$ cat src/rtl/bus_arbiter_pkg.sv
// Shared definitions for the three-master single-beat bus arbiter:
// FSM encoding, master indices and the default completion timeout.
package bus_arbiter_pkg;

    localparam int N_MASTERS   = 3;
    localparam int TIMEOUT_DEF = 15;

    localparam logic [1:0] M0_IDX   = 2'd0;
    localparam logic [1:0] M1_IDX   = 2'd1;
    localparam logic [1:0] M2_IDX   = 2'd2;
    // Master 2 counts as last-granted after reset so master 0 wins first.
    localparam logic [1:0] LAST_RST = M2_IDX;

    typedef enum logic {
        ST_IDLE = 1'b0,
        ST_BUSY = 1'b1
    } arb_state_t;

    function automatic logic [1:0] rr_next(input logic [1:0] idx);
        return (idx >= M2_IDX) ? M0_IDX : idx + 2'd1;
    endfunction

    function automatic logic [2:0] idx_onehot(input logic [1:0] idx);
        return 3'b001 << idx;
    endfunction

endpackage

$ cat src/rtl/rib_rr_pick.sv
// Round-robin pick among three requesters: the search starts one past the
// last-granted index and wraps, the first active request found wins.
module rib_rr_pick
    import bus_arbiter_pkg::*;
(
    input  logic [2:0] req,
    input  logic [1:0] last,
    output logic       valid,
    output logic [1:0] idx
);

    logic [1:0] cand;

    always_comb begin
        valid = 1'b0;
        idx   = last;
        cand  = last;
        for (int i = 0; i < N_MASTERS; i++) begin
            cand = rr_next(cand);
            if (!valid && req[cand]) begin
                valid = 1'b1;
                idx   = cand;
            end
        end
    end

endmodule

$ cat src/rtl/bus_arbiter.sv
// Three-master to one-slave single-beat bus arbiter with round-robin grant,
// back-to-back hand-over and a timeout that force-completes stuck transfers.
//
//   state   | meaning
//   --------+-----------------------------------------------------------
//   ST_IDLE | no transfer on the slave bus; bus_* hold their last value
//   ST_BUSY | granted request driven on bus_*, waiting for bus_ready
module bus_arbiter
    import bus_arbiter_pkg::*;
#(
    parameter int ADDR_W  = 32,
    parameter int DATA_W  = 32,
    parameter int TIMEOUT = TIMEOUT_DEF
) (
    input  logic              clk,
    input  logic              rst,

    input  logic              m0_req,
    input  logic              m0_we,
    input  logic [ADDR_W-1:0] m0_wraddr,
    input  logic [DATA_W-1:0] m0_wdata,
    output logic              m0_ack,
    output logic [DATA_W-1:0] m0_rdata,
    output logic              m0_err,

    input  logic              m1_req,
    input  logic              m1_we,
    input  logic [ADDR_W-1:0] m1_wraddr,
    input  logic [DATA_W-1:0] m1_wdata,
    output logic              m1_ack,
    output logic [DATA_W-1:0] m1_rdata,
    output logic              m1_err,

    input  logic              m2_req,
    input  logic              m2_we,
    input  logic [ADDR_W-1:0] m2_wraddr,
    input  logic [DATA_W-1:0] m2_wdata,
    output logic              m2_ack,
    output logic [DATA_W-1:0] m2_rdata,
    output logic              m2_err,

    output logic              bus_valid,
    output logic              bus_we,
    output logic [ADDR_W-1:0] bus_wraddr,
    output logic [DATA_W-1:0] bus_wdata,
    input  logic              bus_ready,
    input  logic [DATA_W-1:0] bus_rdata,

    output logic              hold_flag
);

    localparam logic [7:0] TO_LAST = 8'(TIMEOUT - 1);

    arb_state_t        state_q, state_d;
    logic [1:0]        gnt_q, gnt_d;
    logic [1:0]        last_q, last_d;
    logic [7:0]        cnt_q, cnt_d;
    logic              bus_we_q, bus_we_d;
    logic [ADDR_W-1:0] addr_q, addr_d;
    logic [DATA_W-1:0] wdata_q, wdata_d;
    logic [DATA_W-1:0] rdata_q, rdata_d;
    logic [2:0]        ack_q, ack_d;
    logic              err_q, err_d;

    logic [2:0]        req_vec;
    logic [2:0]        gnt_mask;
    logic [2:0]        pick_req;
    logic [1:0]        pick_last;
    logic [1:0]        pick_idx;
    logic              pick_valid;
    logic              busy;
    logic              timeout_hit;
    logic              complete;

    logic              sel_we;
    logic [ADDR_W-1:0] sel_addr;
    logic [DATA_W-1:0] sel_wdata;

    assign req_vec     = {m2_req, m1_req, m0_req};
    assign busy        = (state_q == ST_BUSY);
    assign timeout_hit = busy && !bus_ready && (cnt_q == TO_LAST);
    assign complete    = busy && (bus_ready || timeout_hit);

    // A master is out of the running while its ack is showing and, in the
    // completion cycle, the master being completed is excluded as well.
    assign gnt_mask  = complete ? idx_onehot(gnt_q) : 3'b000;
    assign pick_req  = req_vec & ~ack_q & ~gnt_mask;
    assign pick_last = busy ? gnt_q : last_q;

    rib_rr_pick u_rr_pick (
        .req   (pick_req),
        .last  (pick_last),
        .valid (pick_valid),
        .idx   (pick_idx)
    );

    always_comb begin
        sel_we    = m0_we;
        sel_addr  = m0_wraddr;
        sel_wdata = m0_wdata;
        case (pick_idx)
            M1_IDX: begin
                sel_we    = m1_we;
                sel_addr  = m1_wraddr;
                sel_wdata = m1_wdata;
            end
            M2_IDX: begin
                sel_we    = m2_we;
                sel_addr  = m2_wraddr;
                sel_wdata = m2_wdata;
            end
            default: ;
        endcase
    end

    always_comb begin
        state_d  = state_q;
        gnt_d    = gnt_q;
        last_d   = last_q;
        cnt_d    = cnt_q;
        bus_we_d = bus_we_q;
        addr_d   = addr_q;
        wdata_d  = wdata_q;
        rdata_d  = rdata_q;
        ack_d    = 3'b000;
        err_d    = 1'b0;

        if (complete) begin
            ack_d   = idx_onehot(gnt_q);
            err_d   = timeout_hit;
            rdata_d = timeout_hit ? '0 : bus_rdata;
            last_d  = gnt_q;
            cnt_d   = 8'd0;
            state_d = ST_IDLE;
        end else if (busy) begin
            cnt_d = cnt_q + 8'd1;
        end

        // Grant from IDLE, or hand straight over in the completion cycle.
        if ((!busy || complete) && pick_valid) begin
            state_d  = ST_BUSY;
            gnt_d    = pick_idx;
            cnt_d    = 8'd0;
            bus_we_d = sel_we;
            addr_d   = sel_addr;
            wdata_d  = sel_wdata;
        end
    end

    always_ff @(posedge clk or posedge rst) begin
        if (rst) begin
            state_q  <= ST_IDLE;
            gnt_q    <= M0_IDX;
            last_q   <= LAST_RST;
            cnt_q    <= 8'd0;
            bus_we_q <= 1'b0;
            addr_q   <= '0;
            wdata_q  <= '0;
            rdata_q  <= '0;
            ack_q    <= 3'b000;
            err_q    <= 1'b0;
        end else begin
            state_q  <= state_d;
            gnt_q    <= gnt_d;
            last_q   <= last_d;
            cnt_q    <= cnt_d;
            bus_we_q <= bus_we_d;
            addr_q   <= addr_d;
            wdata_q  <= wdata_d;
            rdata_q  <= rdata_d;
            ack_q    <= ack_d;
            err_q    <= err_d;
        end
    end

    assign bus_valid  = busy;
    assign bus_we     = bus_we_q;
    assign bus_wraddr = addr_q;
    assign bus_wdata  = wdata_q;

    assign m0_ack   = ack_q[M0_IDX];
    assign m1_ack   = ack_q[M1_IDX];
    assign m2_ack   = ack_q[M2_IDX];
    assign m0_err   = err_q & ack_q[M0_IDX];
    assign m1_err   = err_q & ack_q[M1_IDX];
    assign m2_err   = err_q & ack_q[M2_IDX];
    assign m0_rdata = ack_q[M0_IDX] ? rdata_q : '0;
    assign m1_rdata = ack_q[M1_IDX] ? rdata_q : '0;
    assign m2_rdata = ack_q[M2_IDX] ? rdata_q : '0;

    assign hold_flag = (m0_req & ~m0_ack) | (m1_req & ~m1_ack);

endmodule

$ cat config.mk
export PLATFORM = sky130hd
export DESIGN_NAME = bus_arbiter
export DESIGN_NICKNAME = d
export VERILOG_FILES = /design/src/rtl/bus_arbiter_pkg.sv /design/src/rtl/rib_rr_pick.sv /design/src/rtl/bus_arbiter.sv
export SDC_FILE = /design/constraint.sdc
export NUM_CORES = 1
export LEC_CHECK = 0
export BUFFER_PORTS_ARGS = -buffer_cell sky130_fd_sc_hd__buf_2
export CORE_AREA = 2 2 158 160
export DETAILED_ROUTE_END_ITERATION = 6
export DIE_AREA = 0 0 160 162
export GPL_ROUTABILITY_DRIVEN = 0
export PLACE_DENSITY = 0.54
export SLEW_MARGIN = 15
export SYNTH_ARGS = -nofsm -noshare
export SYNTH_HDL_FRONTEND = slang
export SYNTH_SLANG_ARGS = --single-unit
$ cat constraint.sdc
create_clock -name clk -period 5.8 [get_ports clk]
set_clock_uncertainty 0.15 [all_clocks]
set_input_delay 1.45 -clock clk [delete_from_list [all_inputs] [get_ports clk]]
set_output_delay 1.45 -clock clk [all_outputs]
set_load 0.05 [all_outputs]
==> flow_results.org <==
** Job
- Reported max-cap violation count :: 0

** Cells and area
- In the final layout, the multi-input gates occupy 3392 µm².
- Storage element area :: 2854 µm²
- Area growth syn-to-layout :: 43.40%
- Cell area after layout :: roughly 9400 µm²
- Of the cells placed in the final design, the portion with a size suffix greater than 1 is 49.61%.
- Post-layout utilization of the core :: between 30% and 40%
- Cell Count, Final, Fillers Out :: 1,360
- Number of fill cells :: 2,518
- Post-layout nets :: 1,258

** Setup path
- Chain of cells forming the critical path :: buf_2 > o21ba_2 > o21ai_2 > a21oi_1 > ha_4 > buf_4 > o21ai_0 > mux2_1
- Required time of the critical path :: 5.94 ns
- Crit-path slowest cell :: sky130_fd_sc_hd__ha_4
- Crit path kind :: primary input to flip-flop
- In this run the worst path has a maximum fanout of 78.
- Sort of element at the end of the critical path :: flip-flop
- For the worst setup path, the data arrival time is around 4.2 ns.
- Critical path launch point type :: primary input
- For this run, the slowest stage of the critical path takes 0.74 ns.

** Logic synthesis
- Synthesized cell area :: between 6000 and 7000 µm²
- In this run the biggest area consumer among cell types represents roughly 43% of the synthesized area.
- Top FF cell, synth :: sky130_fd_sc_hd__dfrtp_1
- Summing the areas of all xor and xnor instances in the mapped netlist gives 0.1339% of the synthesized area.
- Mean instance size in the synthesized netlist :: between 10 and 15 µm²
- Share of flip-flops with an asynchronous set or reset after synthesis :: 100.0%
- By area, the combinational part of the netlist is dominated by compound AO/OA/AOI/OAI gates.
- In this run, synthesis inferred 0 flip-flops with an integrated enable.
- For this run, the number of Yosys warnings is 0.
- Synthesized flop and latch total :: 114
- Cell types with the largest area share after synthesis :: sky130_fd_sc_hd__dfrtp_1 (43%), sky130_fd_sc_hd__and2_1 (9.7%), sky130_fd_sc_hd__a22oi_1 (7.5%)
- Register area share after synthesis :: 43.65%
- Cells after Synth :: 650
- The synthesized netlist devotes 16.46% of its cell area to simple gates.
- After Yosys synthesis, full adders, half adders and majority gates account for 0.7654% of the synthesized area.
- Counting instances in the post-synthesis netlist gives the leading cell types as sky130_fd_sc_hd__dfrtp_1 (113), sky130_fd_sc_hd__and2_1 (101), sky130_fd_sc_hd__o21ai_0 (79).
- The portion of synthesized area spent on multiplexers is between 10% and 20%.
- The synthesized netlist contains 46 unique library cells.
- Cell type with the largest total area after synthesis :: sky130_fd_sc_hd__dfrtp_1
- Summing the areas of all compound-gate instances in the mapped netlist gives between 20% and 30% of the synthesized area.
- Yosys instantiated no cell more often than sky130_fd_sc_hd__dfrtp_1.
- Post-synthesis net count :: 887

** Power
- Net switching is 49.99% of the power.
- Combinational logic burns 58.2% of the power.
- Across the VDD grid, the largest voltage drop is approximately 0.00042 V.
- Int Pwr :: 2.928 mW
- The clock network burns 18.7% of the power.
- Power Density :: between 600 and 700 nW/µm²
- Share of power burned in registers :: 23.1%
- Leak :: 4.840 nW
- For this design the total switching power over the nets is 2.926 mW.

** Floorplan
- Height of the die :: 162 µm
- In this run the horizontal extent of the chip is 160 µm.
- After floorplanning, the core was sized to cover between 20,000 and 25,000 µm².
- Number of core rows :: 57
- I/O pin total :: 402
- For this configuration, the core starts out at a cell density of 27.13%.
- The floorplan step defined a die boundary enclosing about 26,000 µm².

** Drt
- Number of design-rule violations left by the first detailed-router iteration :: 253
- Post-detailed-routing wire length :: 23,640 µm
- Dividing the detail-routed wire length by the instance count gives 17.38 µm.
- Via-per-instance ratio :: between 4 and 5
- Number of nets still failing antenna checks after routing :: 0
- DRC violations left :: 0
- Routed via count :: 6,391
- TritonRoute pass-1 iters :: 4

** GRT
- Across every metal layer, demand over resource in global routing totals ~18%.
- The initial antenna violation count is 4.
- Via count of the first global-routing pass :: around 6,300
- The first global-routing pass estimated roughly 36,000 µm of wire.
- For this run the aggregate overflow at the end of global routing stands at 0.
- Entering global routing, the biggest net connects 79 pins.

** Clocking
- The cell sitting at the root of the clock tree is a sky130_fd_sc_hd__clkbuf_16.
- CTS Hold Bufs :: 0
- Clock-pin slew was measured on the worst setup and hold paths at 0.05 ns.
- The H-tree was split into 4 levels.
- Once the clock tree was built, the setup fixing pass inserted 0 buffers.
- Clock latency on the worst-skew pair :: 0.41 ns
- Deepest clock path buffer count :: 2
- CTS tree :: built
- Clk sink count :: around 110
- Clock tree synthesis inserted a total of 17 buffers.
- The number of gates resized after CTS was 0.

** Placement
- After detailed placement, the design holds a cell count of 1,326.
- Total of buffers placed on input and output ports :: 401
- Summed over all nets, the half-perimeter wirelength after detailed placement is between 15,000 and 20,000 µm.
- Placed Instance Area :: 8768 µm²

** STA
- Of the available clock period, the critical path in the final layout requires ~70%.
- Counting I/O delays and the setup requirement, the final critical path takes 4.073 ns.
- Based on the critical path, the design can be clocked at up to between 0.2 and 0.25 GHz.
- For the pin with the worst max-slew slack, the measured transition is slightly above 0.9 ns.
- Measured against its own limit, the worst slew margin works out to between 30% and 40%.
- Setup violations remaining at the end of the flow were counted as 0.
- Setup repair after global routing left no endpoint under its margin.
- The max-slew violation total from the final report was 0.
- The count of final hold-check violations came to 0.
- For the final routed database, the setup TNS stands at 0 ns.

** Outcome
- Run status :: finished, final reports clean

** Worst hold path
- The min-delay analysis places its worst path in the category flip-flop to flip-flop.
[area by class of cell]
cell class | count | area share, %
flip-flops and latches | 114 | 30.44
diodes | 2 | 0.05338
clock inverters | 12 | 1.668
multi-input cells | 473 | 36.18
inverters | 6 | 0.2669
clock buffers | 20 | 4.764
repair buffers | 409 | 22.31
well taps | 324 | 4.323
[state kept, by name (all words and copies together) (netlist names)]
name and cells:
bus_valid 1, ack_q 3, cnt_q 8, gnt_q 2
bus_wdata 32, last_q 2, bus_wraddr 32, err_q 1
bus_we 1, rdata_q 32
[worst max-delay path: cells and delay by family]
kind,cells,cell delay (ns)
buffers and inverters,2,0.84
AOI/OAI and AO/OA,4,0.83
adders and majority gates,1,0.74
muxes,1,0.29
[layer usage]
layer	track usage, %	vias to the layer above	routed length, µm	part of all wire, %
li1	-	3082	-	-
met1	21.37	3003	9807	41
met2	30.20	279	11440	48
met3	5.567	27	1842	7.8
met4	6.634	0	548	2.3
met5	0	-	0	0
[cells by family after synthesis]
kind of cell	after synthesis
mux	69
fa+ha+maj	4
simple gates	204
buf+inv	63
flops	114
compound gates	195
xor+xnor	1
[final timing paths]
path,cells past startpoint,slack (ns),from,end
setup reg to reg,8,2.28,cnt_q[4]$_DFFE_PP0P_,bus_wdata[29]$_DFFE_PP0P_
hold reg to reg,1,0.34,bus_wdata[29]$_DFFE_PP0P_,bus_wdata[29]$_DFFE_PP0P_
setup / recovery,8,1.73,bus_ready,bus_wdata[29]$_DFFE_PP0P_
min in group asynchronous,2,0.93,rst,bus_wdata[27]$_DFFE_PP0P_
max in group asynchronous,3,3.55,rst,bus_wdata[24]$_DFFE_PP0P_
hold / removal,1,0.34,bus_wdata[29]$_DFFE_PP0P_,bus_wdata[29]$_DFFE_PP0P_
[power groups by stage]
stage | Combinational (mW) | Clock, mW | Sequential [mW]
after floorplan | 1.94 | 0 | 2.03
after global placement | 3.41 | 0 | 1.36
after detailed placement | 3.46 | 0 | 1.36
after CTS | 3.45 | 1.12 | 1.35
after global routing | 3.69 | 1.16 | 1.40
final | 3.40 | 1.10 | 1.35
[stage by stage]
step | hold WS (ns) | worst slack, ns | power [mW]
after floorplan | 0.3027 | 1.186 | 3.970
after global placement | 0.3167 | 1.320 | 4.764
after detailed placement | 0.3280 | 1.286 | 4.812
after CTS | 0.3380 | 1.735 | 5.927
after global routing | 0.3553 | 1.474 | 6.246
final | 0.3428 | 1.727 | 5.854
[cell usage in the layout, fill, tap and decap left out, types with 3 or more instances in the layout]
master	instances
sky130_fd_sc_hd__buf_4	6
sky130_fd_sc_hd__mux2_4	27
sky130_fd_sc_hd__a31oi_1	3
sky130_fd_sc_hd__inv_1	5
sky130_fd_sc_hd__bufinv_16	3
sky130_fd_sc_hd__mux2_2	36
sky130_fd_sc_hd__a22oi_1	65
sky130_fd_sc_hd__nand2_1	76
sky130_fd_sc_hd__a32o_1	32
sky130_fd_sc_hd__buf_2	401
sky130_fd_sc_hd__o21ai_0	79
sky130_fd_sc_hd__nor2_1	8
sky130_fd_sc_hd__clkbuf_16	17
sky130_fd_sc_hd__and2_1	101
sky130_fd_sc_hd__nor2b_1	3
sky130_fd_sc_hd__dfrtp_1	113
sky130_fd_sc_hd__clkinvlp_4	4
sky130_fd_sc_hd__mux2_1	3
sky130_fd_sc_hd__mux2i_1	3
No activity file was read; power rests on OpenSTA's default activity.
